===== src/rtl/ysyx_24100005_mem_arbiter_pkg.sv =====
// Shared types and default widths for the IFU/LSU memory-port arbiter.
package ysyx_24100005_mem_arbiter_pkg;

  localparam int unsigned DEF_ADDR_W = 32;
  localparam int unsigned DEF_DATA_W = 32;
  localparam int unsigned DEF_MASK_W = 8;

  typedef enum logic [1:0] {
    ST_IDLE = 2'd0,
    ST_REQ  = 2'd1,
    ST_WAIT = 2'd2,
    ST_RESP = 2'd3
  } state_e;

  // Owner encoding doubles as the bit index into the one-hot grant vector.
  typedef enum logic {
    OWNER_IFU = 1'b0,
    OWNER_LSU = 1'b1
  } owner_e;

endpackage


===== src/rtl/ysyx_24100005_mem_arbiter_if.sv =====
// Requester and memory-port bus bundle for the arbiter.
// slave: arbiter side; master: requesters plus memory model side.
interface ysyx_24100005_mem_arbiter_if
  import ysyx_24100005_mem_arbiter_pkg::*;
#(
  parameter int unsigned ADDR_W = DEF_ADDR_W,
  parameter int unsigned DATA_W = DEF_DATA_W,
  parameter int unsigned MASK_W = DEF_MASK_W
) ();

  logic              ifu_req_valid;
  logic              ifu_req_ready;
  logic [ADDR_W-1:0] ifu_addr;
  logic              ifu_resp_valid;
  logic [DATA_W-1:0] ifu_rdata;

  logic              lsu_req_valid;
  logic              lsu_req_ready;
  logic [ADDR_W-1:0] lsu_addr;
  logic              lsu_wen;
  logic [DATA_W-1:0] lsu_wdata;
  logic [MASK_W-1:0] lsu_wmask;
  logic              lsu_resp_valid;
  logic [DATA_W-1:0] lsu_rdata;

  logic              mem_req_valid;
  logic              mem_req_ready;
  logic [ADDR_W-1:0] mem_addr;
  logic              mem_wen;
  logic [DATA_W-1:0] mem_wdata;
  logic [MASK_W-1:0] mem_wmask;
  logic              mem_resp_valid;
  logic [DATA_W-1:0] mem_rdata;

  modport slave (
    input  ifu_req_valid, ifu_addr,
    output ifu_req_ready, ifu_resp_valid, ifu_rdata,
    input  lsu_req_valid, lsu_addr, lsu_wen, lsu_wdata, lsu_wmask,
    output lsu_req_ready, lsu_resp_valid, lsu_rdata,
    output mem_req_valid, mem_addr, mem_wen, mem_wdata, mem_wmask,
    input  mem_req_ready, mem_resp_valid, mem_rdata
  );

  modport master (
    output ifu_req_valid, ifu_addr,
    input  ifu_req_ready, ifu_resp_valid, ifu_rdata,
    output lsu_req_valid, lsu_addr, lsu_wen, lsu_wdata, lsu_wmask,
    input  lsu_req_ready, lsu_resp_valid, lsu_rdata,
    input  mem_req_valid, mem_addr, mem_wen, mem_wdata, mem_wmask,
    output mem_req_ready, mem_resp_valid, mem_rdata
  );

endinterface


===== src/rtl/ysyx_24100005_mem_arbiter_pick.sv =====
// Combinational grant selection between IFU and LSU.
// YSYX_24100005_ARB_RR_EN: round-robin on conflict; otherwise fixed LSU priority.
module ysyx_24100005_arb_pick
  import ysyx_24100005_mem_arbiter_pkg::*;
(
  input  logic       ifu_valid,
  input  logic       lsu_valid,
  input  logic       en,
`ifdef YSYX_24100005_ARB_RR_EN
  input  owner_e     last_grant,
`endif
  output logic [1:0] grant_c
);

  // One-hot grant: bit 0 = IFU, bit 1 = LSU; nothing granted when disabled.
  always_comb begin
    grant_c = 2'b00;
    if (en) begin
      if (ifu_valid && lsu_valid) begin
`ifdef YSYX_24100005_ARB_RR_EN
        if (last_grant == OWNER_LSU) grant_c = 2'b01;
        else                         grant_c = 2'b10;
`else
        grant_c = 2'b10;
`endif
      end else if (lsu_valid) begin
        grant_c = 2'b10;
      end else if (ifu_valid) begin
        grant_c = 2'b01;
      end
    end
  end

endmodule


===== src/rtl/ysyx_24100005_mem_arbiter.sv =====
// Shares the single memory port between IFU and LSU, one transaction in flight.
// YSYX_24100005_ARB_RR_EN: adds a last_grant register for round-robin arbitration.
module ysyx_24100005_mem_arbiter
  import ysyx_24100005_mem_arbiter_pkg::*;
#(
  parameter int unsigned ADDR_W = DEF_ADDR_W,
  parameter int unsigned DATA_W = DEF_DATA_W,
  parameter int unsigned MASK_W = DEF_MASK_W
) (
  input logic                     clk,
  input logic                     rst,
  ysyx_24100005_mem_arbiter_if.slave bus
);

  state_e            state_q, state_d;
  owner_e            owner_q, owner_d;
  logic [ADDR_W-1:0] addr_q, addr_d;
  logic              wen_q, wen_d;
  logic [DATA_W-1:0] wdata_q, wdata_d;
  logic [MASK_W-1:0] wmask_q, wmask_d;
  logic              req_valid_q, req_valid_d;
  logic              ifu_resp_valid_q, ifu_resp_valid_d;
  logic              lsu_resp_valid_q, lsu_resp_valid_d;
  logic [DATA_W-1:0] ifu_rdata_q, ifu_rdata_d;
  logic [DATA_W-1:0] lsu_rdata_q, lsu_rdata_d;
  logic [1:0]        grant_c;
  logic              pick_en_c;
`ifdef YSYX_24100005_ARB_RR_EN
  owner_e            last_grant_q, last_grant_d;
`endif

  // Grants only in IDLE and never while reset is held, so readies read 0 in reset.
  assign pick_en_c = (state_q == ST_IDLE) && rst;

  ysyx_24100005_arb_pick u_pick (
    .ifu_valid  (bus.ifu_req_valid),
    .lsu_valid  (bus.lsu_req_valid),
    .en         (pick_en_c),
`ifdef YSYX_24100005_ARB_RR_EN
    .last_grant (last_grant_q),
`endif
    .grant_c    (grant_c)
  );

  // Requester and memory-side outputs.
  assign bus.ifu_req_ready  = grant_c[0];
  assign bus.lsu_req_ready  = grant_c[1];
  assign bus.ifu_resp_valid = ifu_resp_valid_q;
  assign bus.ifu_rdata      = ifu_rdata_q;
  assign bus.lsu_resp_valid = lsu_resp_valid_q;
  assign bus.lsu_rdata      = lsu_rdata_q;
  assign bus.mem_req_valid  = req_valid_q;
  assign bus.mem_addr       = addr_q;
  assign bus.mem_wen        = wen_q;
  assign bus.mem_wdata      = wdata_q;
  assign bus.mem_wmask      = wmask_q;

  // FSM state register.
  always_ff @(posedge clk or negedge rst) begin
    if (!rst) state_q <= ST_IDLE;
    else      state_q <= state_d;
  end

  // Next state, request latch, response capture.
  always_comb begin
    state_d          = state_q;
    owner_d          = owner_q;
    addr_d           = addr_q;
    wen_d            = wen_q;
    wdata_d          = wdata_q;
    wmask_d          = wmask_q;
    req_valid_d      = 1'b0;
    ifu_resp_valid_d = 1'b0;
    lsu_resp_valid_d = 1'b0;
    ifu_rdata_d      = ifu_rdata_q;
    lsu_rdata_d      = lsu_rdata_q;
`ifdef YSYX_24100005_ARB_RR_EN
    last_grant_d     = last_grant_q;
`endif
    case (state_q)
      ST_IDLE: begin
        if (grant_c[1]) begin
          owner_d     = OWNER_LSU;
          addr_d      = bus.lsu_addr;
          wen_d       = bus.lsu_wen;
          wdata_d     = bus.lsu_wdata;
          wmask_d     = bus.lsu_wen ? bus.lsu_wmask : MASK_W'(0);
          req_valid_d = 1'b1;
          state_d     = ST_REQ;
`ifdef YSYX_24100005_ARB_RR_EN
          last_grant_d = OWNER_LSU;
`endif
        end else if (grant_c[0]) begin
          owner_d     = OWNER_IFU;
          addr_d      = bus.ifu_addr;
          wen_d       = 1'b0;
          wdata_d     = DATA_W'(0);
          wmask_d     = MASK_W'(0);
          req_valid_d = 1'b1;
          state_d     = ST_REQ;
`ifdef YSYX_24100005_ARB_RR_EN
          last_grant_d = OWNER_IFU;
`endif
        end
      end
      ST_REQ: begin
        if (bus.mem_req_ready) state_d = ST_WAIT;
        else                   req_valid_d = 1'b1;
      end
      ST_WAIT: begin
        if (bus.mem_resp_valid) begin
          state_d = ST_RESP;
          if (owner_q == OWNER_IFU) begin
            ifu_resp_valid_d = 1'b1;
            ifu_rdata_d      = bus.mem_rdata;
            lsu_rdata_d      = DATA_W'(0);
          end else begin
            lsu_resp_valid_d = 1'b1;
            lsu_rdata_d      = bus.mem_rdata;
            ifu_rdata_d      = DATA_W'(0);
          end
        end
      end
      ST_RESP: state_d = ST_IDLE;
      default: state_d = ST_IDLE;
    endcase
  end

  // Datapath and registered outputs; all clear in reset, owner parks on LSU.
  always_ff @(posedge clk or negedge rst) begin
    if (!rst) begin
      owner_q          <= OWNER_LSU;
      addr_q           <= '0;
      wen_q            <= 1'b0;
      wdata_q          <= '0;
      wmask_q          <= '0;
      req_valid_q      <= 1'b0;
      ifu_resp_valid_q <= 1'b0;
      lsu_resp_valid_q <= 1'b0;
      ifu_rdata_q      <= '0;
      lsu_rdata_q      <= '0;
`ifdef YSYX_24100005_ARB_RR_EN
      last_grant_q     <= OWNER_LSU;
`endif
    end else begin
      owner_q          <= owner_d;
      addr_q           <= addr_d;
      wen_q            <= wen_d;
      wdata_q          <= wdata_d;
      wmask_q          <= wmask_d;
      req_valid_q      <= req_valid_d;
      ifu_resp_valid_q <= ifu_resp_valid_d;
      lsu_resp_valid_q <= lsu_resp_valid_d;
      ifu_rdata_q      <= ifu_rdata_d;
      lsu_rdata_q      <= lsu_rdata_d;
`ifdef YSYX_24100005_ARB_RR_EN
      last_grant_q     <= last_grant_d;
`endif
    end
  end

endmodule


===== src/flat_wrapper.sv =====
// flat-port wrapper written by rule: the top's interface ports become plain ports
module ysyx_24100005_mem_arbiter_flat import ysyx_24100005_mem_arbiter_pkg::*;
#(
  parameter int unsigned ADDR_W = DEF_ADDR_W,
  parameter int unsigned DATA_W = DEF_DATA_W,
  parameter int unsigned MASK_W = DEF_MASK_W
)
  (clk, rst, bus_ifu_req_valid, bus_ifu_addr, bus_ifu_req_ready, bus_ifu_resp_valid, bus_ifu_rdata, bus_lsu_req_valid, bus_lsu_addr, bus_lsu_wen, bus_lsu_wdata, bus_lsu_wmask, bus_lsu_req_ready, bus_lsu_resp_valid, bus_lsu_rdata, bus_mem_req_valid, bus_mem_addr, bus_mem_wen, bus_mem_wdata, bus_mem_wmask, bus_mem_req_ready, bus_mem_resp_valid, bus_mem_rdata);
  ysyx_24100005_mem_arbiter_if #(.ADDR_W(ADDR_W), .DATA_W(DATA_W), .MASK_W(MASK_W)) bus_i ();
  input logic clk;
  input logic rst;
  input wire logic [$bits(bus_i.ifu_req_valid)-1:0] bus_ifu_req_valid;
  input wire logic [$bits(bus_i.ifu_addr)-1:0] bus_ifu_addr;
  output wire logic [$bits(bus_i.ifu_req_ready)-1:0] bus_ifu_req_ready;
  output wire logic [$bits(bus_i.ifu_resp_valid)-1:0] bus_ifu_resp_valid;
  output wire logic [$bits(bus_i.ifu_rdata)-1:0] bus_ifu_rdata;
  input wire logic [$bits(bus_i.lsu_req_valid)-1:0] bus_lsu_req_valid;
  input wire logic [$bits(bus_i.lsu_addr)-1:0] bus_lsu_addr;
  input wire logic [$bits(bus_i.lsu_wen)-1:0] bus_lsu_wen;
  input wire logic [$bits(bus_i.lsu_wdata)-1:0] bus_lsu_wdata;
  input wire logic [$bits(bus_i.lsu_wmask)-1:0] bus_lsu_wmask;
  output wire logic [$bits(bus_i.lsu_req_ready)-1:0] bus_lsu_req_ready;
  output wire logic [$bits(bus_i.lsu_resp_valid)-1:0] bus_lsu_resp_valid;
  output wire logic [$bits(bus_i.lsu_rdata)-1:0] bus_lsu_rdata;
  output wire logic [$bits(bus_i.mem_req_valid)-1:0] bus_mem_req_valid;
  output wire logic [$bits(bus_i.mem_addr)-1:0] bus_mem_addr;
  output wire logic [$bits(bus_i.mem_wen)-1:0] bus_mem_wen;
  output wire logic [$bits(bus_i.mem_wdata)-1:0] bus_mem_wdata;
  output wire logic [$bits(bus_i.mem_wmask)-1:0] bus_mem_wmask;
  input wire logic [$bits(bus_i.mem_req_ready)-1:0] bus_mem_req_ready;
  input wire logic [$bits(bus_i.mem_resp_valid)-1:0] bus_mem_resp_valid;
  input wire logic [$bits(bus_i.mem_rdata)-1:0] bus_mem_rdata;
  assign bus_i.ifu_req_valid = bus_ifu_req_valid;
  assign bus_i.ifu_addr = bus_ifu_addr;
  assign bus_ifu_req_ready = bus_i.ifu_req_ready;
  assign bus_ifu_resp_valid = bus_i.ifu_resp_valid;
  assign bus_ifu_rdata = bus_i.ifu_rdata;
  assign bus_i.lsu_req_valid = bus_lsu_req_valid;
  assign bus_i.lsu_addr = bus_lsu_addr;
  assign bus_i.lsu_wen = bus_lsu_wen;
  assign bus_i.lsu_wdata = bus_lsu_wdata;
  assign bus_i.lsu_wmask = bus_lsu_wmask;
  assign bus_lsu_req_ready = bus_i.lsu_req_ready;
  assign bus_lsu_resp_valid = bus_i.lsu_resp_valid;
  assign bus_lsu_rdata = bus_i.lsu_rdata;
  assign bus_mem_req_valid = bus_i.mem_req_valid;
  assign bus_mem_addr = bus_i.mem_addr;
  assign bus_mem_wen = bus_i.mem_wen;
  assign bus_mem_wdata = bus_i.mem_wdata;
  assign bus_mem_wmask = bus_i.mem_wmask;
  assign bus_i.mem_req_ready = bus_mem_req_ready;
  assign bus_i.mem_resp_valid = bus_mem_resp_valid;
  assign bus_i.mem_rdata = bus_mem_rdata;
  ysyx_24100005_mem_arbiter #(.ADDR_W(ADDR_W), .DATA_W(DATA_W), .MASK_W(MASK_W)) u_core (.clk(clk), .rst(rst), .bus(bus_i));
endmodule

===== config.mk =====
export PLATFORM = sky130hd
export DESIGN_NAME = ysyx_24100005_mem_arbiter_flat
export DESIGN_NICKNAME = d
export VERILOG_FILES = /design/src/rtl/ysyx_24100005_mem_arbiter_pkg.sv /design/src/rtl/ysyx_24100005_mem_arbiter_if.sv /design/src/rtl/ysyx_24100005_mem_arbiter_pick.sv /design/src/rtl/ysyx_24100005_mem_arbiter.sv /design/src/flat_wrapper.sv
export SDC_FILE = /design/constraint.sdc
export NUM_CORES = 1
export LEC_CHECK = 0
export BUFFER_PORTS_ARGS = -buffer_cell sky130_fd_sc_hd__buf_2
export CORE_ASPECT_RATIO = 1.75
export CORE_MARGIN = 5
export CORE_UTILIZATION = 45
export CTS_BUF_LIST = sky130_fd_sc_hd__clkbuf_16
export DETAILED_ROUTE_END_ITERATION = 6
export PLACE_DENSITY_LB_ADDON = 0.1
export RECOVER_POWER = 25
export SETUP_SLACK_MARGIN = 0.15
export SKIP_CTS_REPAIR_TIMING = 1
export SLEW_MARGIN = 5
export SYNTH_ARGS = -nofsm -noshare
export SYNTH_HDL_FRONTEND = slang
export SYNTH_SLANG_ARGS = --single-unit
export TNS_END_PERCENT = 5

===== constraint.sdc =====
create_clock -name clk -period 1.9 [get_ports clk]
set_clock_uncertainty 0.05 [all_clocks]
set_input_delay 0.38 -clock clk [delete_from_list [all_inputs] [get_ports clk]]
set_output_delay 0.38 -clock clk [all_outputs]
set_load 0.02 [all_outputs]

After elaboration in Yosys (flattened, before gate mapping)
Cells that the tools add are included.
{"block": "word_totals", "memories": 0, "inputBits": 143, "rom_bits": 0, "register_bits": 143, "latch_bits": 0, "mem_bits_rw": 0, "elab_cells": 55}
{"block": "op_classes", "n_bitwise": 0, "n_eq_ne": 6, "add_sub_neg": 0, "mux": 31, "multipliers": 0, "n_div": 0, "n_shift": 0, "n_reduce_logical": 7, "magnitude_cmp": 0}
{"cell": "$mux 32", "count": 6}
{"cell": "$mux 8", "count": 3}
{"cell": "$mux 2", "count": 7}
{"cell": "$mux 1", "count": 13}
{"cell": "$pmux 2 s4", "count": 1}
{"cell": "$eq 2x2->1 const B", "count": 2}
{"cell": "$ne 2x2->1 const B", "count": 2}
{"cell": "$reduce_and 2->1", "count": 2}
{"cell": "$ne 3x1->1 const B", "count": 1}
{"cell": "$reduce_and 3->1", "count": 1}
{"cell": "$eq 2x1->1 const B", "count": 1}
{"cell": "$logic_and 1x1->1", "count": 2}
{"cell": "$logic_not 2->1", "count": 1}
{"cell": "$pmux 1 s2", "count": 1}
{"cell": "$reduce_bool 2->1", "count": 1}

Depth between registers and ports, before layout
Gate-level depths: netlist of run 1.
{"block": "logic_depth", "depth_word": 7, "depth_mapped": 8}

Modules after synthesis
A second synthesis of run 1 with hierarchy kept.
{"block": "hier_totals", "cells_unflattened": 606, "hier_area_um2": 5945.7}
{"mod": "ysyx_24100005_mem_arbiter", "seq_area_each_um2": 3579.7, "cells_each": 604, "area_per_inst_um2": 5929.4, "instances": 1}
{"mod": "ysyx_24100005_arb_pick", "seq_area_each_um2": 0.0, "cells_each": 2, "area_per_inst_um2": 16.3, "instances": 1}

Least setup slack after synthesis of run 1
No wires, ideal clock.
{"block": "synth_path", "kind": "reg2out", "startpoint": "register u_core.state_q[0]", "endpoint": "output bus_lsu_req_ready", "path_buffers": 2, "arrival_ns": 1.252, "stages_incl_launch_ff": 7, "setup_slack_ns": 0.218, "cell_sequence": "dfrtp_1 inv_1 ha_1 nand3_2 inv_2 buf_6 buf_4"}
{"block": "synth_between", "elab_chain_len": 3}
{"element": "start: declaration", "line_no": "ysyx_24100005_mem_arbiter.sv:15", "rtl": "state_e state_q, state_d;"}
{"element": "start signal: assignment", "line_no": "ysyx_24100005_mem_arbiter.sv:61", "rtl": "else state_q <= state_d;"}
{"element": "$logic_not 2->1", "line_no": "ysyx_24100005_mem_arbiter.sv:33", "rtl": "assign pick_en_c = (state_q == ST_IDLE) && rst;"}
{"element": "$logic_and 1x1->1", "line_no": "ysyx_24100005_mem_arbiter.sv:33"}
{"element": "$mux 2", "line_no": "ysyx_24100005_mem_arbiter_pick.sv:18", "rtl": "if (en) begin"}
{"element": "end: declaration", "line_no": "flat_wrapper.sv:22", "rtl": "output wire logic [$bits(bus_i.lsu_req_ready)-1:0] bus_lsu_req_ready;"}
No other way between the ends.

Worst setup path after layout of run 1
{"block": "layout_path", "startpoint": "register u_core.state_q[0]", "endpoint": "output bus_ifu_req_ready"}
{"block": "layout_between", "elab_chain_len": 3}
{"element": "$logic_not 2->1", "line_no": "ysyx_24100005_mem_arbiter.sv:33"}
{"element": "$logic_and 1x1->1", "line_no": "ysyx_24100005_mem_arbiter.sv:33"}
{"element": "$mux 2", "line_no": "ysyx_24100005_mem_arbiter_pick.sv:18"}
{"element": "end: declaration", "line_no": "flat_wrapper.sv:14", "rtl": "output wire logic [$bits(bus_i.ifu_req_ready)-1:0] bus_ifu_req_ready;"}
No other way between the ends.

==> results of run 1 <==
## synth_stat cells, drive strengths merged
library cell / number / area share, %
or2: 1 / 0.11
ha: 3 / 0.65
and4b: 1 / 0.17
nor2: 34 / 2.2
clkinv: 1 / 0.065
buf: 20 / 2.6
o211ai: 1 / 0.13
o21ai: 65 / 5.6
a221oi: 1 / 0.26
a21o: 1 / 0.13
a21oi: 64 / 6.8
o211a: 1 / 0.17
dfstp: 1 / 0.46
dfrtp: 142 / 62
nand3: 1 / 0.17
mux2: 1 / 0.20
inv: 4 / 0.26
clkbuf: 23 / 1.5
nand2: 161 / 10
and2: 1 / 0.11
nor2b: 1 / 0.11
a22o: 40 / 6.1
o32a: 1 / 0.17
## state kept, by name, summed over array words and instances (netlist names)
signal                     cells
u_core.bus.mem_req_valid       1
u_core.state_q                 2
u_core.bus.lsu_resp_valid      1
u_core.bus.ifu_resp_valid      1
u_core.bus.mem_wen             1
u_core.bus.mem_addr           32
u_core.bus.lsu_rdata          32
u_core.bus.mem_wdata          32
u_core.owner_q                 1
u_core.bus.ifu_rdata          32
u_core.bus.mem_wmask           8
## how the worst min path moves through the flow
stage / end / from / slack (ps)
after global placement: u_core.state_q[0] / rst / 130
after global routing: u_core.bus.mem_wdata[3] / bus_lsu_wdata[3] / 120
after CTS: u_core.state_q[1] / rst / -310
after floorplan: u_core.bus.ifu_rdata[0] / rst / 30
final: u_core.bus.mem_addr[0] / rst / 120
after detailed placement: u_core.state_q[0] / rst / 130
## metrics by stage
step,setup TNS (ps),hold slack [ps],instances,instance area [sq um]
after floorplan,0,34.4,569,5770
after global placement,0,128,990,7360
after detailed placement,-16.3,129,990,7360
after CTS,-569,-309,1022,7970
after global routing,-103,125,1030,8040
final,-3.14,119,1031,8040
## cell type report
| type | count | area (sq um) |
|---|---|---|
| fillers | 1142 | 4530 |
| flip-flops and latches | 143 | 3580 |
| multi-input cells | 378 | 1960 |
| repair buffers | 302 | 1650 |
| clock buffers | 17 | 425 |
| well taps | 168 | 210 |
| clock inverters | 15 | 183 |
| inverters | 5 | 23.8 |
| diodes | 3 | 7.51 |
## power by group through the flow
| stage | Combinational (mW) | Clock (mW) | Sequential, mW |
|---|---|---|---|
| 2_1_floorplan | 2.12 | 0 | 6.74 |
| 3_3_place_gp | 5.95 | 0 | 5.11 |
| 3_5_place_dp | 6.09 | 0 | 5.15 |
| 4_1_cts | 6.09 | 3.49 | 5.14 |
| 5_1_grt | 6.70 | 3.62 | 5.30 |
| 6_report | 6.14 | 3.42 | 5.13 |
## routing by layer
layer  routed length [microns]  GRT usage (%)  vias up
met3                      1470           6.69       33
met4                       459           9.46        0
met5                         0              0        -
li1                          -              -     2472
met2                      9100           38.8      215
met1                      6020           24.8     2490
## cells by family after synthesis
| group | after synthesis |
|---|---|
| simple gates | 200 |
| compound gates | 174 |
| flops | 143 |
| buf+inv | 48 |
| fa+ha+maj | 3 |
| mux | 1 |
==> qor.csv, run 1 <==
metric,value,unit
pwr dens,1830,nW/um^2
clk root buf,clkbuf_16,
peak supply drop,880,uV
"most common cell after layout, fill and taps aside",buf_2,
Starting Density,45.9,%
"Arr. time, crit path",1470,ps
"slowest stage delay, CP",410,ps
antenna-violating nets left,0,
routability cong.,0.806,
Logic pwr share,41.8,%
crit-path max FO,6,
gr usage total,22.4,%
Tot Pwr,14.7,mW
"setup slack, reg-to-reg",160,ps
register area share after synthesis,62.0,%
min Tclk post-route,1900,ps
FF-to-FF End,u_core.state_q[1],
Layout area overhead,39.2,%
average cell area after synthesis,10.1,sq um
Clock Path Buffers,2,
Worst Tran Pin Value,1460,ps
Critical Path Start,u_core.state_q[0],
Util after Layout,64.0,%
Clock transition at path regs,60,ps
worst path cell trace,inv_2 > ha_4 > and4b_1 > buf_6,
most frequent cells in the layout,"281 x buf_2, 160 x nand2_1, 142 x dfrtp_1, 65 x o21ai_0, 44 x a21oi_1",
Lkg Pwr,4.33,nW
Worst path depth,4,
"CP delay by family, top",flip-flops,
Netlist cell types,29,
critical path capture point type,output pin,
Synth Area in XOR/XNOR,0,%
Sw Share,40.9,%
die height,160,microns
crit path max-delay cell type,dfrtp_1,
required time of the critical path,1470,ps
Overflow after GRT,0,
Core ar.,12600,sq um
Synthesis Warnings,0,
row cnt,54,
Synth Area in Compound Gates,19.4,%
Rel. slew slack,2.54,%
Simple-Gate Fraction of Synth Area,13.3,%
Skew-Pair Late Insertion Delay,400,ps
Cells after Synth,569,
Final setup viols,1,
CTS Buf Count,17,
first-pass GRT wire length,26700,microns
R2R depth,5,
io pins,285,
R2R Path Start,u_core.state_q[0],
mean routed wirelength per cell,16.5,microns
Reg power frac,34.9,%
vias in the first global route,5268,
synthesized-area fraction occupied by adder cells,0.650,%
via/cell ratio,5.05,
Worst Setup EP,bus_ifu_req_ready,
sw power,6.00,mW
RSZ-0062 raised after global routing,yes,
Startpoint Class,flop,
drt first pass iters,4,
DRC violations left,0,
hold crit path type,in2async,
Post-Syn Area,5770,sq um
dpl ws,-16.3,ps
fin. max-slew vios,0,
layout net count,993,
P_int,8.69,mW
Tcrit/Tclk final,100,%
clock power share,23.3,%
area of the die,15300,sq um
dpl hpwl,12400,microns
"Net Count, Synth",715,
outcome,"complete, but fails checks",
Vias,5210,
CTS tree,yes,
mux share of post-synthesis cell area,0.195,%
clk sink count,143,
max_cap viols,0,
Die X,95.6,microns
critical path class,reg2out,
post-route setup slack,-3.14,ps
DR iter-0 viols,207,
CP bufs+invs,2,
main combinational cell family by area after synthesis,compound AO/OA/AOI/OAI gates,
final hold viol count,0,
IO Port Bufs,284,
Yosys reg bits,143,
antenna violations before repair,2,
CTS H-tree lvls,4,
sum of routed wire length over all layers,17100,microns
achievable frequency,0.525,GHz
maximum number of pins on one net before global-route repair,110,
failing checks,negative setup slack,
share of layout cells above drive strength 1,42.1,%
Power figures use the tool's default switching activity.
==> inputs of run 2 (changes only) <==
Settings changed: CAP_MARGIN set to 10, SYNTH_HIERARCHICAL set to 1.
==> qor.csv, run 2 <==
metric,value,unit
hold crit path type,in2reg,
Starting Density,46.0,%
Startpoint Class,flop,
io pins,285,
Post-synth EDFFs,0,
"Net Count, Synth",753,
"most common cell after layout, fill and taps aside",buf_2,
crit-path max FO,3,
Finished Cell Area,8250,sq um
antenna violations before repair,2,
Layout area overhead,38.8,%
RSZ-0062 raised after global routing,yes,
most frequent cells in the layout,"281 x buf_2, 196 x nand2_1, 142 x dfrtp_1, 84 x o21ai_0, 34 x nand2b_1",
peak supply drop,783,uV
worst path cell trace,inv_2 > ha_4 > and2_4 > and3b_2 > buf_6,
vias in the first global route,5429,
gr usage total,20.8,%
area of the die,15700,sq um
ranking of synthesized cells by area,"dfrtp_1 60%, nand2_1 12%, o21ai_0 8.1%, mux2i_1 5.4%, nand2b_1 3.6%",
Die X,96.9,microns
Worst Tran Pin Value,1280,ps
drt first pass iters,4,
DRC violations left,0,
dpl ws,54.3,ps
first-pass GRT wire length,26400,microns
sum of routed wire length over all layers,16600,microns
Sw Share,40.8,%
P_int,8.32,mW
dpl cell area,7570,sq um
critical path capture point type,output pin,
fin cells,1068,
Post-Syn Area,5950,sq um
antenna-violating nets left,0,
cell taking the most area after synthesis,dfrtp_1,
Lkg Pwr,4.47,nW
max_cap viols,0,
Yosys reg bits,143,
min Tclk post-route,1950,ps
Vias,5245,
IO Port Bufs,284,
post-route setup slack,-46.3,ps
Reg power frac,35.6,%
average cell area after synthesis,9.81,sq um
Rel. slew slack,14.4,%
Core ar.,12900,sq um
"slowest stage delay, CP",410,ps
maximum number of pins on one net before global-route repair,144,
Clock Path Buffers,2,
crit path max-delay cell type,dfrtp_1,
Synthesis Warnings,6,
outcome,"complete, but fails checks",
required time of the critical path,1470,ps
Logic pwr share,40.5,%
Skew-Pair Late Insertion Delay,400,ps
failing checks,negative setup slack,
Final setup viols,21,
critical path class,reg2out,
via/cell ratio,4.91,
mean routed wirelength per cell,15.5,microns
routability cong.,0.808,
GR peak layer,met2,
Util after Layout,63.8,%
Tcrit/Tclk final,102,%
fin. max-slew vios,0,
layout net count,1030,
filler instances,1135,
placed cells,1029,
R2R depth,9,
GR Util met1,22.5,%
clock power share,23.9,%
dpl hpwl,12200,microns
met3 usage,7.22,%
ys async rst share,100,%
CTS tree,yes,
"Arr. time, crit path",1520,ps
Overflow after GRT,0,
die height,162,microns
register area share after synthesis,60.2,%
DR iter-0 viols,214,
clk sink count,143,
Post-synth top cells,"197 x nand2_1, 142 x dfrtp_1, 96 x o21ai_0, 34 x nand2b_1",
Netlist cell types,26,
Clock transition at path regs,60,ps
Post-synth top flop,dfrtp_1,
pwr dens,1700,nW/um^2
row cnt,55,
Cells after Synth,606,
grt met2 use,36.1,%
final hold viol count,0,
CTS Buf Count,17,
share of layout cells above drive strength 1,38.5,%
Tot Pwr,14.1,mW
sw power,5.74,mW
most frequent cell after synthesis,nand2_1,
CTS H-tree lvls,4,
Hold Path Depth,2,
clk root buf,clkbuf_16,
achievable frequency,0.514,GHz
Yosys top cell area share,59.8,%
## run 2: area by class of cell
type                            count  area [sq um]  area share, %
Inverter                            3          11.3          0.136
Timing Repair Buffer              303          1670           20.2
Antenna cell                        1          2.50         0.0303
Clock inverter                     15           175           2.12
Multi-Input combinational cell    415          2170           26.3
Sequential cell                   143          3580           43.4
Clock buffer                       17           425           5.16
Tap cell                          171           214           2.59
## run 2: kinds of logic after synthesis
kind of cell | share of synthesized area [%]
compound gates | 10.1
mux | 5.58
flops | 60.2
fa+ha+maj | 0.842
simple gates | 19.4
buf+inv | 3.89
## run 2: routing by layer
metal,wire [microns],vias to the layer above
met5,7,-
met4,600,2
met3,1250,41
met2,8630,234
met1,6080,2427
li1,-,2541
## run 2: per-stage QoR
step | hold WS, ps | setup TNS (ps)
CTS | 105 | -366
floorplan | 34.4 | 0
finish | 139 | -283
global placement | 394 | 0
detailed placement | 400 | 0
global route | 127 | -4740
## run 2: final timing paths
kind / start / end / slack [ps]
max in group asynchronous: rst / u_core/bus.mem_wdata[19] / 690
min in group asynchronous: rst / u_core/bus.lsu_rdata[29] / 270
worst min register to register: u_core/bus.mem_wdata[23] / u_core/bus.mem_wdata[23] / 410
worst min-delay path: bus_lsu_wmask[6] / u_core/bus.mem_wmask[6] / 140
worst max register to register: u_core/state_q[1] / u_core/bus.mem_addr[29] / -30
worst max-delay path: u_core/state_q[1] / bus_ifu_req_ready / -50
## run 2: critical path: cells and delay by family (launching register included)
kind | cells | cell delay [ps]
flops | 1 | 410
fa+ha+maj | 1 | 140
simple gates | 2 | 330
buf+inv | 2 | 230
## run 2: power by group through the flow
stage | clock network [mW] | logic, mW | registers (mW)
4_1_cts | 3.42 | 5.66 | 5.02
3_5_place_dp | 0 | 5.67 | 5.05
2_1_floorplan | 0 | 1.92 | 6.56
3_3_place_gp | 0 | 5.51 | 5.01
5_1_grt | 3.56 | 6.27 | 5.16
6_report | 3.36 | 5.69 | 5.00
==> inputs of run 3 (changes only) <==
Settings changed: PLACE_DENSITY set to 0.85, PLACE_DENSITY_LB_ADDON 0.1 to not set.
==> qor.csv, run 3 (synthesis gave the netlist of run 2 again) <==
metric,value,unit
required time of the critical path,1470,ps
Finished Cell Area,8520,sq um
sum of routed wire length over all layers,18400,microns
io pins,285,
filler instances,1067,
CTS H-tree lvls,4,
final hold viol count,0,
Starting Density,46.0,%
achievable frequency,0.508,GHz
"slowest stage delay, CP",390,ps
pwr dens,1680,nW/um^2
layout net count,1036,
clk sink count,143,
dpl ws,26.7,ps
"most common cell after layout, fill and taps aside",buf_2,
# diodes,0,
first-pass GRT wire length,27200,microns
met3 WL,1300,microns
antenna violations before repair,0,
gr usage total,21.7,%
DR iter-0 viols,209,
Routed met2 length,10100,microns
outcome,"complete, but fails checks",
CTS Buf Count,17,
CTS tree,yes,
"Arr. time, crit path",1540,ps
Clock Path Buffers,2,
row cnt,55,
fin cells,1073,
max_cap viols,0,
maximum number of pins on one net before global-route repair,144,
critical path class,reg2out,
Clock transition at path regs,70,ps
die height,162,microns
worst path cell trace,inv_2 > ha_4 > and2_4 > and3b_2 > buf_6,
"CP delay by family, top",flip-flops,
most frequent cells in the layout,"281 x buf_2, 174 x nand2_1, 142 x dfrtp_1, 68 x o21ai_0, 34 x nand2b_1",
Tcrit/Tclk final,104,%
Rel. slew slack,15.6,%
drt first pass iters,5,
dpl cell area,7560,sq um
dpl hpwl,13000,microns
Final setup viols,2,
via/cell ratio,5.03,
Skew-Pair Late Insertion Delay,400,ps
Die X,96.9,microns
crit-path max FO,4,
CP bufs+invs,2,
Vias,5401,
hold crit path type,in2reg,
Core ar.,12900,sq um
share of layout cells above drive strength 1,43.6,%
Startpoint Class,flop,
Worst Tran Pin Value,1270,ps
Metal-1 WL,6350,microns
crit path max-delay cell type,dfrtp_1,
routability cong.,0.843,
top sig layer,met4,
vias in the first global route,5440,
post-route setup slack,-68.4,ps
Layout area overhead,43.2,%
peak supply drop,1020,uV
TNS Setup,-86.9,ps
RSZ-0062 raised after global routing,yes,
clk root buf,clkbuf_16,
critical path capture point type,output pin,
flip-flop and latch area,3580,sq um
Overflow after GRT,0,
placed cells,1028,
Lkg Pwr,4.56,nW
fin. max-slew vios,0,
area of the die,15700,sq um
DRC violations left,0,
antenna-violating nets left,0,
multi-input logic area,2350,sq um
mean routed wirelength per cell,17.2,microns
min Tclk post-route,1970,ps
failing checks,negative setup slack,
IO Port Bufs,284,
==> run 3: worst paths after layout <==
| check | from | endpoint | slack [ps] | cells after the start |
|---|---|---|---|---|
| worst max-delay path | u_core/state_q[1] | bus_ifu_req_ready | -70 | 5 |
| worst min-delay path | bus_lsu_wmask[0] | u_core/bus.mem_wmask[0] | 130 | 2 |
| worst max register to register | u_core/state_q[0] | u_core/bus.mem_addr[16] | 40 | 9 |
| worst min register to register | u_core/bus.mem_wdata[31] | u_core/bus.mem_wdata[31] | 410 | 2 |
| max in group asynchronous | rst | u_core/bus.mem_wdata[4] | 680 | 2 |
| min in group asynchronous | rst | u_core/bus.lsu_rdata[5] | 290 | 2 |
==> run 3: layout make-up <==
type / count / share of cell area [%]
sequential: 143 / 42.0
multi-input combinational: 415 / 27.6
timing repair buffer: 309 / 21.1
clock buffer: 17 / 5.00
tap: 171 / 2.51
clock inverter: 15 / 1.59
inverter: 3 / 0.132
==> run 3: through the flow <==
stage / hold slack (ps) / power, mW / utilization (%)
5_1_grt: 124 / 15.1 / 65.8
2_1_floorplan: 34.4 / 8.48 / -
3_5_place_dp: 400 / 10.8 / 58.4
4_1_cts: 114 / 13.9 / 62.8
6_report: 129 / 14.3 / 65.8
3_3_place_gp: 394 / 10.5 / 58.4
==> run 3: metal layers <==
metal  vias to the layer above  track usage, %
met5                         -               0
met4                         0            10.2
met1                      2558            23.4
met3                        46            6.62
met2                       239            38.5
li1                       2558               -
==> run 3: report_power, final <==
group | switching, mW | total [mW] | internal [mW] | leakage, nW
Sequential | 0.754 | 5.09 | 4.34 | 1.85
Combinational | 3.88 | 6.06 | 2.18 | 2.43
Clock | 1.33 | 3.15 | 1.82 | 0.270
Total | 5.97 | 14.3 | 8.33 | 4.56
==> run 3: worst register-to-register path: cells and delay by family, from the launching register on <==
kind | cells | cell delay (ps)
adders and majority gates | 1 | 150
AOI/OAI and AO/OA | 2 | 280
and+or+nand+nor | 3 | 480
DFF | 1 | 360
buffers and inverters | 3 | 460
